===== src/rtl/mac_cfg_seq.sv =====
// mac_cfg_seq
// Avalon-MM master that programs a MAC/PHY management register block after
// power-up. It waits a fixed delay, then writes a constant table of
// address/data pairs and, optionally, reads each entry back to confirm it.
// Mismatches are retried a bounded number of times; stalled transfers time
// out. Completion or failure is reported through sticky done/error flags.
// A start pulse in DONE or ERR replays the table without the power-up delay.
module mac_cfg_seq #(
    parameter int ADDR_W      = 8,
    parameter int DATA_W      = 32,
    parameter int NUM_ENTRIES = 3,
    parameter logic [NUM_ENTRIES*ADDR_W-1:0] INIT_ADDR = {8'h94, 8'h0e, 8'h02},
    parameter logic [NUM_ENTRIES*DATA_W-1:0] INIT_DATA = {32'h7, 32'h4, 32'h01000093},
    parameter int WAIT_CYCLES = 8,
    parameter bit VERIFY      = 1'b1,
    parameter int TIMEOUT     = 255,
    parameter int MAX_RETRY   = 2
) (
    input  logic              clk,
    input  logic              reset,
    input  logic              start,
    input  logic              waitrequest,
    input  logic [DATA_W-1:0] readdata,
    output logic [ADDR_W-1:0] address,
    output logic              write,
    output logic              read,
    output logic [DATA_W-1:0] writedata,
    output logic              busy,
    output logic              done,
    output logic              error,
    output logic [3:0]        err_index
);

    // The table is padded to 16 entries so the 4-bit entry index always
    // addresses it exactly; padding entries are never visited.
    localparam int TAB_DEPTH = 16;

    localparam logic [7:0] DELAY_LAST = 8'(WAIT_CYCLES);
    localparam logic [7:0] TMO_LAST   = 8'(TIMEOUT - 1);
    localparam logic [7:0] RETRY_MAX  = 8'(MAX_RETRY);
    localparam logic [3:0] LAST_IDX   = 4'(NUM_ENTRIES - 1);

    typedef enum logic [2:0] {
        S_DELAY,
        S_LOAD,
        S_WR,
        S_RD,
        S_CHK,
        S_DONE,
        S_ERR
    } state_t;

    state_t            state_reg;
    logic [7:0]        delay_cnt_reg;
    logic [7:0]        tmo_cnt_reg;
    logic [7:0]        retry_reg;
    logic [3:0]        idx_reg;
    logic [3:0]        idx_next;
    logic [DATA_W-1:0] rdata_reg;

    logic [ADDR_W-1:0] addr_tab [TAB_DEPTH];
    logic [DATA_W-1:0] data_tab [TAB_DEPTH];

    // Unpack the flattened parameter vectors into indexable tables.
    genvar gi;
    generate
        for (gi = 0; gi < TAB_DEPTH; gi++) begin : g_tab
            if (gi < NUM_ENTRIES) begin : g_used
                assign addr_tab[gi] = INIT_ADDR[gi*ADDR_W +: ADDR_W];
                assign data_tab[gi] = INIT_DATA[gi*DATA_W +: DATA_W];
            end else begin : g_pad
                assign addr_tab[gi] = '0;
                assign data_tab[gi] = '0;
            end
        end
    endgenerate

    assign idx_next = idx_reg + 4'd1;

    // Sequencer: delay, then load/write/read/check each entry in turn.
    // Every output is registered; a strobe is raised one state after the
    // previous transfer ended, which guarantees an idle cycle between them.
    always_ff @(posedge clk) begin
        if (reset) begin
            state_reg     <= S_DELAY;
            delay_cnt_reg <= '0;
            tmo_cnt_reg   <= '0;
            retry_reg     <= '0;
            idx_reg       <= '0;
            rdata_reg     <= '0;
            address       <= '0;
            writedata     <= '0;
            write         <= 1'b0;
            read          <= 1'b0;
            busy          <= 1'b1;
            done          <= 1'b0;
            error         <= 1'b0;
            err_index     <= '0;
        end else begin
            case (state_reg)
                S_DELAY: begin
                    if (delay_cnt_reg == DELAY_LAST) begin
                        delay_cnt_reg <= '0;
                        idx_reg       <= '0;
                        retry_reg     <= '0;
                        state_reg     <= S_LOAD;
                    end else begin
                        delay_cnt_reg <= delay_cnt_reg + 8'd1;
                    end
                end

                S_LOAD: begin
                    address     <= addr_tab[idx_reg];
                    writedata   <= data_tab[idx_reg];
                    write       <= 1'b1;
                    tmo_cnt_reg <= '0;
                    state_reg   <= S_WR;
                end

                S_WR: begin
                    if (!waitrequest) begin
                        write <= 1'b0;
                        if (VERIFY) begin
                            state_reg <= S_RD;
                        end else if (idx_reg == LAST_IDX) begin
                            done      <= 1'b1;
                            busy      <= 1'b0;
                            state_reg <= S_DONE;
                        end else begin
                            idx_reg   <= idx_next;
                            retry_reg <= '0;
                            state_reg <= S_LOAD;
                        end
                    end else if (tmo_cnt_reg == TMO_LAST) begin
                        // Stalled too long: abandon without retrying.
                        write     <= 1'b0;
                        error     <= 1'b1;
                        err_index <= idx_reg;
                        busy      <= 1'b0;
                        state_reg <= S_ERR;
                    end else begin
                        tmo_cnt_reg <= tmo_cnt_reg + 8'd1;
                    end
                end

                S_RD: begin
                    if (!read) begin
                        // First cycle in RD is the idle gap after the write.
                        read        <= 1'b1;
                        tmo_cnt_reg <= '0;
                    end else if (!waitrequest) begin
                        rdata_reg <= readdata;
                        read      <= 1'b0;
                        state_reg <= S_CHK;
                    end else if (tmo_cnt_reg == TMO_LAST) begin
                        read      <= 1'b0;
                        error     <= 1'b1;
                        err_index <= idx_reg;
                        busy      <= 1'b0;
                        state_reg <= S_ERR;
                    end else begin
                        tmo_cnt_reg <= tmo_cnt_reg + 8'd1;
                    end
                end

                S_CHK: begin
                    if (rdata_reg == data_tab[idx_reg]) begin
                        if (idx_reg == LAST_IDX) begin
                            done      <= 1'b1;
                            busy      <= 1'b0;
                            state_reg <= S_DONE;
                        end else begin
                            idx_reg   <= idx_next;
                            retry_reg <= '0;
                            state_reg <= S_LOAD;
                        end
                    end else if (retry_reg == RETRY_MAX) begin
                        error     <= 1'b1;
                        err_index <= idx_reg;
                        busy      <= 1'b0;
                        state_reg <= S_ERR;
                    end else begin
                        retry_reg <= retry_reg + 8'd1;
                        state_reg <= S_LOAD;
                    end
                end

                S_DONE, S_ERR: begin
                    // Re-run from entry 0, skipping the power-up delay.
                    if (start) begin
                        done      <= 1'b0;
                        error     <= 1'b0;
                        err_index <= '0;
                        busy      <= 1'b1;
                        idx_reg   <= '0;
                        retry_reg <= '0;
                        state_reg <= S_LOAD;
                    end
                end

                default: begin
                    state_reg <= S_DELAY;
                end
            endcase
        end
    end

endmodule


===== config.mk =====
export PLATFORM = sky130hd
export DESIGN_NAME = mac_cfg_seq
export DESIGN_NICKNAME = d
export VERILOG_FILES = /design/src/rtl/mac_cfg_seq.sv
export SDC_FILE = /design/constraint.sdc
export NUM_CORES = 1
export LEC_CHECK = 0
export ABC_CLOCK_PERIOD_IN_PS = 2450
export CORE_ASPECT_RATIO = 0.8
export CORE_MARGIN = 2
export CORE_UTILIZATION = 33
export CTS_CLUSTER_DIAMETER = 120
export DETAILED_ROUTE_END_ITERATION = 10
export DONT_BUFFER_PORTS = 1
export GPL_TIMING_DRIVEN = 0
export SYNTH_ARGS = -nofsm -noshare
export SYNTH_HDL_FRONTEND = slang
export SYNTH_SLANG_ARGS = --single-unit

===== constraint.sdc =====
create_clock -name clk -period 2.45 [get_ports clk]
set_input_delay 0.49 -clock clk [delete_from_list [all_inputs] [get_ports clk]]
set_output_delay 0.49 -clock clk [all_outputs]
set_load 0.02 [all_outputs]

==> flow_metrics.tcl <==
set metrics [dict create \
    track_usage_pct 14.6 \
    cts_sinks 78 \
    postRouteWirelength_mm 9.93 \
    util_after_layout_pct 39.6 \
    power.leakage_uw 0.00185 \
    antenna_found_initial 0 \
    post_synthesis_compound_gate_area_fraction_pct 17.8 \
    worst_slew_pin_slew_ps 769 \
    power.density_cell_area_mw_per_mm2 569 \
    die_w_um 128 \
    portBuffers 0 \
    initial_utilization_pct 33.4 \
    crit_path_top_delay_cell "sky130_fd_sc_hd__dfxtp_2" \
    drive_gt1_share_pct 14.9 \
    worst_ep_arrival_time_ps 2640 \
    total_setup_violations_reported_at_the_end_of_the_flow 0 \
    timing.critical_path.from_type "register" \
    grt_setup_unrepaired "true" \
    holdWs_ps 282 \
    core-area_sq_mm 0.0121 \
    grt_pass1_wl_mm 15.3 \
    synth_cell_types 55 \
    synthCells 513 \
    synth.yosys.warnings 0 \
    die_y_um 103 \
    synth-async-reset-ratio_pct 0 \
    number_of_cts_inserted_buffers 9 \
    antenna-diode-count 0 \
    run_status "completed" \
    clk_transition_reported_paths_ps 60 \
    detailroute.via_count 3668 \
    grt_start_max_net_pins 13 \
    hold_path.class "primary input to register" \
    grt_pass1_vias 3153 \
    clock_tree.buffer_depth 2 \
    path_max_fanout 10 \
    yosysSeqAreaShare_pct 38.7 \
    end_kind "register" \
    finalWeightedCongestion 0.819 \
    fin_nets 606 \
    largest_register_ff_count 32 \
    final.period_utilization_pct 97.0 \
    hold_buffers 0 \
    worst_ir_drop_vdd_uv 322 \
    layout-area-overhead-vs-synth_pct 18.4 \
    cpPeakStageDelay_ps 350 \
    worst_path_most_repeated_cell "sky130_fd_sc_hd__buf_4" \
    dp_hpwl_mm 7.29 \
    data_required_time_of_the_critical_path_ps 2720 \
    timing.final.ws_setup_ps 72.5 \
    main_combinational_cell_family_by_area_after_synthesis "simple AND/OR/NAND/NOR gates" \
    relSlewSlack_pct 48.4 \
    detail_route.first_pass.iterations 4 \
    fp.dieArea_sq_mm 0.0131 \
    clock_insertion_delay_worst_skew_ps 340 \
    worstSetupPathType "register to register" \
    cts.htree.levels 3 \
    final_common_cell "sky130_fd_sc_hd__nand2_1" \
    clock_skew_ps 5.91 \
    max-cap-violations 0 \
    drt-wirelength-per-cell_um 13.8 \
    synthSimpleGateAreaFrac_pct 26.8 \
    syn_area_per_cell_sq_um 7.86 \
    drc_errors 0 \
    synth_edf_count 0 \
    timing_hold_violations_final 0 \
    max_freq_ghz 0.421 \
    ctsRootBufferMaster "sky130_fd_sc_hd__clkbuf_16" \
    synthesis.area_sq_mm 0.00403 \
    1st_iter_drt_viols 216 \
    ys_ff_latch 78 \
    cts_tree "done" \
    grt_overflow_total 0 \
    via_per_inst 5.12 \
    std_cell_rows 36 \
    ys_dominant_reg_cell "sky130_fd_sc_hd__dfxtp_1" \
    top_level_ports 85 \
    layout_common_cells "87 x sky130_fd_sc_hd__nand2_1, 75 x sky130_fd_sc_hd__dfxtp_1, 55 x sky130_fd_sc_hd__a21oi_1" \
    muxShareOfSynthArea_pct 1.52 \
    cell_breakdown_of_the_critical_path "inv_2 > ha_2 > nor3b_4 > mux2i_2 > a2111oi_4 > buf_4 > buf_4 > a211o_1 > a211oi_4 > o2bb2ai_1" \
    synth_area_in_adders_pct 3.10 \
    detailedPlace.worstSlack_ps -303 \
    final.min_clock_period_ps 2380 \
    final-max-slew-violation-count 0 \
    antenna_violating_nets_post_route 0 \
    synth-xor-area-share_pct 1.95 \
]
==> cells in the mapped netlist, types with 2 or more instances <==
library cell,n,area (sq um)
sky130_fd_sc_hd__and2_1,4,25.0
sky130_fd_sc_hd__nand2_1,87,327
sky130_fd_sc_hd__xnor2_1,3,26.3
sky130_fd_sc_hd__a21oi_1,57,285
sky130_fd_sc_hd__or2_2,3,18.8
sky130_fd_sc_hd__o21ai_0,14,70.1
sky130_fd_sc_hd__nor4_1,8,50.1
sky130_fd_sc_hd__nor2b_1,5,31.3
sky130_fd_sc_hd__a221o_1,6,60.1
sky130_fd_sc_hd__and3_1,12,75.1
sky130_fd_sc_hd__nor3b_1,4,30.0
sky130_fd_sc_hd__buf_2,2,10.0
sky130_fd_sc_hd__clkbuf_1,21,78.8
sky130_fd_sc_hd__o2bb2ai_1,4,35.0
sky130_fd_sc_hd__xor2_1,6,52.6
sky130_fd_sc_hd__nor3_1,11,55.1
sky130_fd_sc_hd__nand3_1,18,90.1
sky130_fd_sc_hd__mux2i_1,5,50.1
sky130_fd_sc_hd__nand4_1,10,62.6
sky130_fd_sc_hd__a211o_1,3,26.3
sky130_fd_sc_hd__nand2b_1,10,62.6
sky130_fd_sc_hd__nor2_1,45,169
sky130_fd_sc_hd__inv_1,11,41.3
sky130_fd_sc_hd__o211a_1,2,20.0
sky130_fd_sc_hd__buf_4,35,263
sky130_fd_sc_hd__dfxtp_1,78,1560
sky130_fd_sc_hd__or3_1,4,25.0
sky130_fd_sc_hd__a31oi_1,4,25.0
sky130_fd_sc_hd__nor4b_1,2,17.5
sky130_fd_sc_hd__a21o_1,2,15.0
sky130_fd_sc_hd__ha_1,10,125
sky130_fd_sc_hd__a211oi_1,2,15.0
sky130_fd_sc_hd__o211ai_1,3,22.5
==> critical path: cells and delay by family (launching register included) <==
| family | cells | cell delay [ps] |
|---|---|---|
| flip-flops | 1 | 350 |
| AO/OA/AOI/OAI | 4 | 860 |
| AND/OR/NAND/NOR | 1 | 250 |
| buffers and inverters | 3 | 390 |
| multiplexers | 1 | 290 |
| adder cells (fa/ha/maj) | 1 | 170 |
==> worst paths after layout <==
| kind | from | endpoint | slack, ps | cells past startpoint |
|---|---|---|---|---|
| min reg2reg | rdata_reg[28] | rdata_reg[28] | 450 | 2 |
| min | readdata[13] | rdata_reg[13] | 280 | 2 |
| max reg2reg | idx_reg[1] | err_index[2] | 70 | 10 |
| max | idx_reg[1] | err_index[2] | 70 | 10 |
==> per-stage QoR <==
stage          power [uW]  instance area (sq um)  setup TNS (ps)  std cells
5_1_grt              2800                   4770            -119        717
2_1_floorplan        1430                   4140               0        541
6_report             2720                   4770               0        717
4_1_cts              2750                   4640               0        709
3_3_place_gp         1440                   4330           -2130        693
3_5_place_dp         1440                   4330           -2950        693
==> kinds of logic (layout without fill, tap and decap cells) <==
family,count (synthesis),count (layout)
AOI/OAI and AO/OA,111,111
xor gates and xnor gates,9,9
adders and majority gates,10,10
buffers and inverters,70,94
DFF,78,78
muxes,6,6
other,1,29
and+or+nand+nor,228,228
==> cell type report <==
type	count	area, sq um
tap	152	190
sequential	78	1570
inverter	11	43.8
timing repair buffer	8	60.1
buffer	59	365
clock inverter	4	47.5
fill	1222	7300
clock buffer	12	236
multi-input combinational	393	2260
==> timing repair <==
| item | in CTS | in global routing |
|---|---|---|
| buffers inserted | 0 | 8 |
| resized for setup | 6 | 19 |
| pin swaps | 0 | 6 |
| endpoints found under the setup margin | 14 | 20 |
==> power breakdown <==
part	switching, uW	internal (uW)	total (uW)	leakage (uW)
Combinational	89.7	49.9	140	0.00108
Clock	511	786	1300	0.000137
Sequential	7.20	1270	1280	0.000630
==> per-layer routing <==
metal  global-route usage (%)  up-vias  routed length (um)
li1                         -     1823                   -
met1                     20.6     1717                4840
met2                     21.8      116                4400
met3                     4.20       12                 577
met4                     4.40        0                 111
met5                        0        -                   0
Power figures use the tool's default switching activity.
